[src/rtl/stopwatch_counter_pkg.sv]
// Shared types, digit limits and BCD helpers for the MM:SS stopwatch.
package stopwatch_counter_pkg;

    typedef enum logic {
        RUN    = 1'b0,
        PAUSED = 1'b1
    } sw_state_t;

    localparam int ONES_MAX           = 9;
    localparam int TENS_MAX           = 5;
    localparam int DEB_CYCLES_DEFAULT = 500000;

    // Two-digit 00-59 increment with wrap; out-of-range digits fold back to zero.
    function automatic logic [6:0] bcd_inc(input logic [2:0] tens, input logic [3:0] ones);
        logic [2:0] t;
        logic [3:0] o;
        t = tens;
        o = ones + 4'd1;
        if (ones >= 4'(ONES_MAX)) begin
            o = 4'd0;
            t = (tens >= 3'(TENS_MAX)) ? 3'd0 : tens + 3'd1;
        end
        return {t, o};
    endfunction

    function automatic logic bcd_wraps(input logic [2:0] tens, input logic [3:0] ones);
        return (ones >= 4'(ONES_MAX)) && (tens >= 3'(TENS_MAX));
    endfunction

endpackage

[src/rtl/stopwatch_counter_btn_debounce.sv]
// Raw push-button to one-cycle press pulse: 2-flop synchronizer, stability
// counter, rising-edge detect on the debounced level.
module btn_debounce #(
    parameter int DEB_CYCLES = 4
) (
    input  logic clk,
    input  logic rst_n,
    input  logic btn,
    output logic press
);

    localparam int CNT_W = (DEB_CYCLES > 1) ? $clog2(DEB_CYCLES) : 1;
    localparam logic [CNT_W-1:0] CNT_LAST = CNT_W'(DEB_CYCLES - 1);

    logic             sync_a;
    logic             sync_b;
    logic             level;
    logic [CNT_W-1:0] cnt;

    // NOTE: every flop here is reset so a press pending at reset is discarded.
    always_ff @(posedge clk or negedge rst_n) begin
        if (!rst_n) begin
            sync_a <= 1'b0;
            sync_b <= 1'b0;
            level  <= 1'b0;
            cnt    <= '0;
            press  <= 1'b0;
        end else begin
            sync_a <= btn;
            sync_b <= sync_a;
            press  <= 1'b0;
            if (sync_b == level) begin
                cnt <= '0;
            end else if (cnt == CNT_LAST) begin
                // DEB_CYCLES consecutive differing samples: accept the new level.
                level <= sync_b;
                press <= sync_b;
                cnt   <= '0;
            end else begin
                cnt <= cnt + 1'b1;
            end
        end
    end

endmodule

[src/rtl/stopwatch_counter.sv]
// MM:SS BCD stopwatch with run/pause FSM, debounced pause/clear buttons and
// a two-field adjust mode driven by the 2 Hz tick.
module stopwatch_counter
    import stopwatch_counter_pkg::*;
#(
    parameter int DEB_CYCLES = DEB_CYCLES_DEFAULT
) (
    input  logic       clk,
    input  logic       rst_n,
    input  logic       tick_1hz,
    input  logic       tick_2hz,
    input  logic       adj,
    input  logic       sel,
    input  logic       pause_btn,
    input  logic       clr_btn,
    output logic [2:0] m10,
    output logic [3:0] m1,
    output logic [2:0] s10,
    output logic [3:0] s1,
    output logic       paused
);

    logic       pause_press;
    logic       clr_press;
    sw_state_t  state;
    sw_state_t  state_next;
    logic [6:0] sec_d;
    logic [6:0] min_d;

    btn_debounce #(.DEB_CYCLES(DEB_CYCLES)) u_pause_deb (
        .clk   (clk),
        .rst_n (rst_n),
        .btn   (pause_btn),
        .press (pause_press)
    );

    btn_debounce #(.DEB_CYCLES(DEB_CYCLES)) u_clr_deb (
        .clk   (clk),
        .rst_n (rst_n),
        .btn   (clr_btn),
        .press (clr_press)
    );

    always_ff @(posedge clk or negedge rst_n) begin
        if (!rst_n) state <= RUN;
        else        state <= state_next;
    end

    // NOTE: defaults first so no path through this block can infer a latch.
    always_comb begin
        state_next = state;
        if (pause_press) state_next = (state == RUN) ? PAUSED : RUN;
    end

    assign paused = (state == PAUSED);

    // Clear beats adjust beats counting; adjust never carries between fields.
    always_comb begin
        sec_d = {s10, s1};
        min_d = {m10, m1};
        if (clr_press) begin
            sec_d = '0;
            min_d = '0;
        end else if (adj) begin
            if (tick_2hz) begin
                if (sel) sec_d = bcd_inc(s10, s1);
                else     min_d = bcd_inc(m10, m1);
            end
        end else if (state == RUN && tick_1hz) begin
            sec_d = bcd_inc(s10, s1);
            if (bcd_wraps(s10, s1)) min_d = bcd_inc(m10, m1);
        end
    end

    always_ff @(posedge clk or negedge rst_n) begin
        if (!rst_n) begin
            m10 <= '0;
            m1  <= '0;
            s10 <= '0;
            s1  <= '0;
        end else begin
            {m10, m1} <= min_d;
            {s10, s1} <= sec_d;
        end
    end

endmodule

[config.mk]
export PLATFORM = sky130hd
export DESIGN_NAME = stopwatch_counter
export DESIGN_NICKNAME = d
export VERILOG_FILES = /design/src/rtl/stopwatch_counter_pkg.sv /design/src/rtl/stopwatch_counter_btn_debounce.sv /design/src/rtl/stopwatch_counter.sv
export SDC_FILE = /design/constraint.sdc
export NUM_CORES = 1
export LEC_CHECK = 0
export CAP_MARGIN = 5
export CORE_MARGIN = 2
export CORE_UTILIZATION = 35
export DETAILED_ROUTE_END_ITERATION = 6
export SLEW_MARGIN = 20
export SYNTH_ARGS = -nofsm -noshare
export SYNTH_HDL_FRONTEND = slang
export SYNTH_HIERARCHICAL = 1
export SYNTH_SLANG_ARGS = --single-unit
[constraint.sdc]
create_clock -name clk -period 3.7 [get_ports clk]
set_input_delay 0.37 -clock clk [delete_from_list [all_inputs] [get_ports clk]]
set_output_delay 0.37 -clock clk [all_outputs]
set_load 0.01 [all_outputs]
* Yosys cells after proc, flatten, opt, wreduce, memory -nomap -nowiden
Index checks and enable logic that the tools add are counted.
** Cells by class
- $add $sub $neg :: 6
- $mul :: 0
- Div/mod/pow operators :: 0
- $lt $le $gt $ge :: 4
- Eq/ne operators :: 7
- Shift operators :: 0
- Multiplexer cells :: 26
- Bitwise gates (word level) :: 3
- Reductions and logical operators :: 8
** Operator list (count)
- $mux 7 :: 11
- $mux 19 :: 4
- $add 19x1->19 const B :: 2
- $eq 19x19->1 const B :: 2
- $mux 3 :: 4
- $add 4x1->4 const B :: 2
- $ge 4x4->1 const B :: 2
- $mux 4 :: 2
- $add 3x1->3 const B :: 2
- $ge 3x3->1 const B :: 2
- $ne 3x2->1 const B :: 2
- $reduce_bool 3->1 :: 2
- $mux 1 :: 5
- $reduce_and 2->1 :: 2
- $reduce_and 4->1 :: 1
- $ne 3x1->1 const B :: 1
- $not 1->1 :: 3
- $reduce_and 3->1 :: 1
- $eq 1x1->1 :: 2
- $logic_and 1x1->1 :: 2
** Storage, ports and cells
- Register bits after elaboration :: 61
- Bits in latches :: 0
- Bits in writable memories :: 0
- ROM bits :: 0
- Bits of input ports :: 8
- Logic and storage cells :: 69
- Memories kept :: 0

* Longest topological paths before layout
Gate-level depths: netlist of the first run.
- Depth in word-level cells :: 7
- Mapped depth :: 6
- Gate-level depth less buffers :: 6

* Hierarchy
The synthesis of the first run kept the hierarchy.
** Modules (own cells, without submodules)
- btn_debounce (u_pause_deb) :: instances 1, cells an instance 106, area an instance 1144.8 sq um
- btn_debounce (u_clr_deb) :: instances 1, cells an instance 110, area an instance 1118.6 sq um
- stopwatch_counter :: instances 1, cells an instance 88, area an instance 937.1 sq um

* Worst setup path after synthesis of the first run
OpenSTA, ideal clock, no wires.
- Path kind :: register -> register
- Start point :: register s1[1]
- End point :: register m10[0]
- Library setup time :: 0.128 ns
- Data arrival time :: 1.844 ns
- Required time :: 3.572 ns
- Setup slack :: 1.728 ns
- Cell stages (with the launch flop) :: 7
- Period minus slack after synthesis :: 1.972 ns
- Path through :: dfrtp_1 inv_1 ha_1 or3b_4 a311oi_4 nor3_2 mux2_1
** Between the ends
- Cells in the longest elaborated chain, start to end :: 4
** Ends and longest elaborated chain
- start: declaration :: RTL line stopwatch_counter.sv:19 : output logic [3:0] s1,
- start signal: assignment :: RTL line stopwatch_counter.sv:80 : s1 <= '0;
- start signal: assignment :: RTL line stopwatch_counter.sv:83 : {s10, s1} <= sec_d;
- $ge 4x4->1 :: RTL line stopwatch_counter_pkg.sv:27 : return (ones >= 4'(ONES_MAX)) && (tens >= 3'(TENS_MAX));
- $logic_and 1x1->1 :: RTL line stopwatch_counter_pkg.sv:27
- $reduce_bool 3->1 (no source line)
- $reduce_and 4->1 (no source line)
- end signal: assignment :: RTL line stopwatch_counter.sv:82 : {m10, m1} <= min_d;
- end: declaration :: RTL line stopwatch_counter.sv:16 : output logic [2:0] m10,
No other way between the ends.
A chain may end at the register's enable or synchronous reset.

* Final worst setup path of the first run
- Start point :: register s1[0]
- End point :: register m10[0]
Same word-level chain as after synthesis.

==> results of run 1 <==
power groups by stage:
stage	sequential, mW	clock, mW	combinational [mW]
after detailed placement	0.856	0	0.519
after CTS	0.844	0.703	0.523
after global placement	0.854	0	0.512
after floorplan	0.866	0	0.280
after global routing	0.858	0.739	0.582
final	0.843	0.677	0.517
final timing paths:
path,cells past startpoint,endpoint,from,slack [ns]
max,6,m10[0],s1[0],1.58
max reg2reg,6,m10[0],s1[0],1.58
min,1,u_pause_deb/cnt[4],rst_n,0.12
max in group asynchronous,2,u_pause_deb/cnt[10],rst_n,2.75
min in group clk,0,u_clr_deb/sync_b,u_clr_deb/sync_a,0.35
min reg2reg,0,u_clr_deb/sync_b,u_clr_deb/sync_a,0.35
worst register-to-register path, cell delays in order, from the launching register on:
cell,delay (ns)
dfrtp_1,0.44
inv_1,0.12
ha_1,0.15
or3b_4,0.41
a311oi_4,0.43
nor3_2,0.14
mux2_1,0.32
synth_stat cells (2+ instances only):
cell,instances,share of area (%)
nand4_2,2,0.78
mux2i_1,3,0.94
a21oi_2,2,0.55
nor4b_1,2,0.55
a21o_1,2,0.47
nand2_1,16,1.9
inv_1,13,1.5
a22o_1,2,0.55
o21ai_0,6,0.94
and4_1,2,0.55
nand4_1,13,2.5
xor2_1,11,3.0
xnor2_1,23,6.3
nor3b_1,3,0.70
and3b_1,3,0.82
nand3_1,12,1.9
nor4_1,8,1.6
ha_1,12,4.7
nand3_2,2,0.63
mux2_2,2,0.70
dfrtp_1,61,48
nand3b_1,2,0.47
mux2_1,3,1.1
and3_1,2,0.39
a41oi_1,2,0.55
nor2_1,47,5.5
nor3_1,14,2.2
a21oi_1,3,0.47
registers in the layout, summed over array words and instances, names as in the netlist, 3 cells and up:
register / cells
m1: 4
m10: 3
u_clr_deb/cnt: 19
s1: 4
s10: 3
u_pause_deb/cnt: 19
layer usage:
| layer | routed length [µm] | vias up | GRT usage [%] |
|---|---|---|---|
| met1 | 2790 | 1100 | 16.7 |
| met4 | 67 | 0 | 4.11 |
| met5 | 0 | - | 0 |
| met2 | 2770 | 33 | 20.7 |
| li1 | - | 1137 | - |
| met3 | 209 | 7 | 4.71 |
area by class of cell:
| cell class | count | area [µm²] | area share [%] |
|---|---|---|---|
| tap | 108 | 135 | 3.59 |
| multi-input combinational | 225 | 1600 | 42.4 |
| sequential | 61 | 1530 | 40.6 |
| clock inverter | 5 | 82.6 | 2.19 |
| clock buffer | 11 | 151 | 4.02 |
| timing repair buffer | 23 | 223 | 5.92 |
| inverter | 13 | 48.8 | 1.30 |
cells by family after synthesis:
group | count (synthesis)
AND/OR/NAND/NOR | 142
AO/OA/AOI/OAI | 29
buffers and inverters | 18
flip-flops | 61
XOR/XNOR | 34
adder cells (fa/ha/maj) | 12
multiplexers | 8
==> summary.txt, run 1 <==
Status -> completed
Residual DRC -> 0
Wirelength, routed -> 5840 µm
Die ar. -> 9930 µm²
Row cnt -> 34
Yosys Warn Count -> 6
Fmax -> 471 MHz
Number of routed nets with antenna violations -> 0
Hold Violations, Final -> 0
Post-CTS Setup Bufs -> 0
First DRT Iteration DRCs -> 100
Max Slew Vio Count -> 0
Clk root buf -> clkbuf_8
Syn avg cell area -> 10.5 µm²
Synth cell types -> 59
RSZ-0062 raised after global routing -> no
Final worst-path setup slack -> 1.58 ns
EDFF count, synth -> 0
Syn Nets -> 324
Total core area -> 8810 µm²
Worst-Margin Slew -> 0.780 ns
Simple-Gate Fraction of Synth Area -> 25.2%
CTS tree -> yes
Share of layout cells above drive strength 1 -> 11.8%
Mapped cell area -> 3200 µm²
Clk network pwr share -> 33.2%
Worst path arrival time -> 2.34 ns
Non-filler cells, final -> 446
H-Tree Level Count -> 3
Post-CTS Hold Buffers -> 0
IO Pins -> 23
Post-layout util -> 42.7%
Die height -> 99.6 µm
Global-route usage over all layers -> 13.1%
Internal power -> 1.43 mW
Initial antenna violation count -> 0
Comb pwr share -> 25.4%
FILL cells -> 840
Setup TNS -> 0 ns
DP HPWL -> 4080 µm
Min cycle time layout -> 2.12 ns
Nets -> 353
CP Class -> reg -> reg
Hold Worst Slack -> 0.116 ns
Placed instance area -> 3530 µm²
Mux cell area share after synthesis -> 2.70%
Worst Clk Skew -> 0.0134 ns
Prevailing post-synth register cell -> dfrtp_1
Overall power -> 2.04 mW
Max_cap viols -> 0
Power per cell area -> 542 nW/µm²
Port bufs -> 22
Vias in the first global route -> 2208
Slowest stage cell, crit path -> dfrtp_1
Worst skew pair latency -> 0.34 ns
Synth Area in Compound Gates -> 7.97%
Placed cells -> 430
Num CTS Buffers -> 9
FF+latch count, synth -> 61
Detailed-route via count -> 2277
Cts repair resizes -> 0
Layout area overhead -> 17.6%
XOR/XNOR Fraction of Synth Area -> 9.30%
Switching Share -> 29.7%
Critical path peak fanout -> 5
Data required, critical path -> 3.92 ns
Main combinational cell family by area after synthesis -> simple AND/OR/NAND/NOR gates
Worst setup SP type -> flip-flop
Seq pwr share -> 41.4%
Ant diodes -> 0
Crit path buffers/inverters -> 1
Cells after Synth -> 304
Die Span X -> 99.6 µm
Initial core utilization -> 36.3%
Pre-CTS setup slack -> 1.38 ns
Clk sinks -> 61
Final instance area -> 3760 µm²
Crit path largest cell delay -> 0.44 ns
Crit. End Element -> flip-flop
CP cell instances -> inv_1 -> ha_1 -> or3b_4 -> a311oi_4 -> nor3_2 -> mux2_1
CP top delay family -> simple AND/OR/NAND/NOR gates
DR vias/cell -> 5.11
WL/cell -> 13.1 µm
Pin count of the biggest net entering global routing -> 37
Adder-Cell Fraction of Synth Area -> 4.69%
Drt pass-1 iters -> 4
Total grt overflow -> 0
Net Switching -> 0.606 mW
Period utilisation layout -> 57.4%
Peak supply drop -> 0.254 mV
Synth async-reset ratio -> 100%
Seq/Total Area, Yosys -> 47.7%
Final setup vio count -> 0
Leading cell type in the layout, fill and taps excluded -> dfrtp_1
LEAKAGE -> 1.57 nW
Hold WC Path Type -> in -> async
Routability Congestion -> 0.791
First-pass GRT wire length -> 10400 µm
Most frequent cells in the layout -> dfrtp_1 (61), nor2_1 (47), xnor2_1 (23)
CTS clock-pin slew for the worst setup and hold paths -> 0.08 ns
Slew HR -> 48.0%
Longest Clk Path Bufs -> 2
Note: power is estimated with default switching activity, not from simulation.
==> inputs of run 2 (changes only) <==
clock period = 1.8 ns   (was 3.7 ns; I/O delays follow)
==> run 2 against run 1 <==
Compared with the run above: the run now ends with setup timing left; design area up 9.7%; clock skew decreased by 0.0020 ns; non-clock buffer count rose by 45; combinational power rose to 2.8 times the previous value; register-to-register slack got worse by 1.7 ns; critical path type unchanged; largest cell class unchanged; via count is 6.9% higher; count of clock-buffer cells in the layout unchanged; die area unchanged; wire length grew 6.9%.
==> summary.txt, run 2 (same netlist as run 1, synthesis figures left out) <==
Status -> finished with violations
Violated checks -> setup timing
Num CTS Buffers -> 9
Worst skew pair latency -> 0.34 ns
CTS tree -> yes
WL/cell -> 12.7 µm
Min cycle time layout -> 1.91 ns
Largest regs -> u_clr_deb/cnt x19, u_pause_deb/cnt x19
DP HPWL -> 4430 µm
Die ar. -> 9930 µm²
First-pass GRT wire length -> 10900 µm
Worst-Margin Slew -> 0.505 ns
Nets -> 398
Worst setup SP type -> flip-flop
Detailed-route via count -> 2435
Initial core utilization -> 36.3%
Total core area -> 8810 µm²
Met2 wire length -> 2910 µm
Final setup vio count -> 7
FILL cells -> 836
DR vias/cell -> 4.96
CTS clock-pin slew for the worst setup and hold paths -> 0.07 ns
Post-layout util -> 46.9%
Hold Worst Slack -> 0.288 ns
Ant diodes -> 0
DR WL met3 -> 145 µm
Layout area overhead -> 29.0%
Die Span X -> 99.6 µm
Wirelength, routed -> 6240 µm
CP Class -> reg -> reg
Final worst-path setup slack -> -0.109 ns
Residual DRC -> 0
WHS Path Cells -> 1
Crit. End Element -> flip-flop
Worst Clk Skew -> 0.0114 ns
Slew HR -> 66.3%
Number of routed nets with antenna violations -> 0
Met1 WL -> 3050 µm
LEAKAGE -> 1.80 nW
Initial antenna violation count -> 0
Top Metal Used -> met4
Area of the multi-input gates -> 1670 µm²
Setup TNS -> -0.394 ns
Hold WC Path Type -> in -> reg
Max_cap viols -> 0
Most frequent cells in the layout -> dfrtp_1 (57), nor2_1 (46), buf_4 (43)
Storage element area -> 1530 µm²
Clk root buf -> clkbuf_8
Routability Congestion -> 0.812
Worst path arrival time -> 2.14 ns
Critical path peak fanout -> 3
Period utilisation layout -> 106%
First DRT Iteration DRCs -> 103
Leading cell type in the layout, fill and taps excluded -> dfrtp_1
H-Tree Level Count -> 3
Drt pass-1 iters -> 4
Total grt overflow -> 0
R2R cell count -> 7
Data required, critical path -> 2.03 ns
Fmax -> 524 MHz
RSZ-0062 raised after global routing -> yes
Share of layout cells above drive strength 1 -> 25.1%
Power per cell area -> 998 nW/µm²
Hold Violations, Final -> 0
Pin count of the biggest net entering global routing -> 62
Max Slew Vio Count -> 0
Peak supply drop -> 0.366 mV
Row cnt -> 34
IO Pins -> 23
Global-route usage over all layers -> 13.7%
Longest Clk Path Bufs -> 2
Clk sinks -> 61
Die height -> 99.6 µm
Vias in the first global route -> 2407
Port bufs -> 22
## run 2: final timing paths
check                                endpoint               start  slack, ns
max                                     m1[2]               s1[0]      -0.11
min                          u_clr_deb/sync_a             clr_btn       0.29
max reg2reg                             m1[2]               s1[0]      -0.11
min reg2reg                u_pause_deb/sync_b  u_pause_deb/sync_a       0.35
max in group asynchronous    u_clr_deb/cnt[0]               rst_n       1.12
min in group asynchronous  u_pause_deb/sync_b               rst_n       0.38
## run 2: cell type report
class / instances / share of cell area [%]
Multi-Input combinational cell: 225 / 40.4
Sequential cell: 61 / 37.1
Timing Repair Buffer: 68 / 14.2
Tap cell: 108 / 3.27
Clock buffer: 11 / 3.18
Inverter: 13 / 1.18
Clock inverter: 5 / 0.667
## run 2: power by group
group	internal, mW	switching [mW]	total (mW)
logic	0.815	0.625	1.44
clock network	0.489	0.509	0.999
registers	1.53	0.155	1.68
## run 2: per-stage QoR
| stage | std cells | cell area (µm²) | power [mW] | worst slack [ns] |
|---|---|---|---|---|
| after detailed placement | 467 | 3830 | 3.04 | -0.237 |
| after global routing | 491 | 4130 | 4.41 | -0.173 |
| after CTS | 488 | 4050 | 4.12 | -0.172 |
| after global placement | 467 | 3830 | 3.01 | -0.156 |
| final | 491 | 4130 | 4.12 | -0.109 |
| after floorplan | 304 | 3200 | 2.36 | -0.121 |
## run 2: worst max-delay path, cell delays in order (launching register included)
cell and delay, ns:
dfrtp_2 0.42, inv_2 0.07, ha_1 0.12, or3b_4 0.40, a311oi_4 0.35, buf_4 0.19, nor2_4 0.05, a32o_1 0.20
## run 2: per-layer routing
| layer | up-vias | track usage (%) |
|---|---|---|
| met5 | - | 0 |
| li1 | 1230 | - |
| met3 | 11 | 2.81 |
| met2 | 19 | 21.5 |
| met4 | 0 | 6.64 |
| met1 | 1175 | 18.2 |
## run 2: what timing repair did
action,CTS,global route
gates resized for setup,3,14
hold endpoints to repair,61,0
buffers inserted,4,3
hold buffers,1,0
pin swaps,3,3
endpoints found under the setup margin,9,24
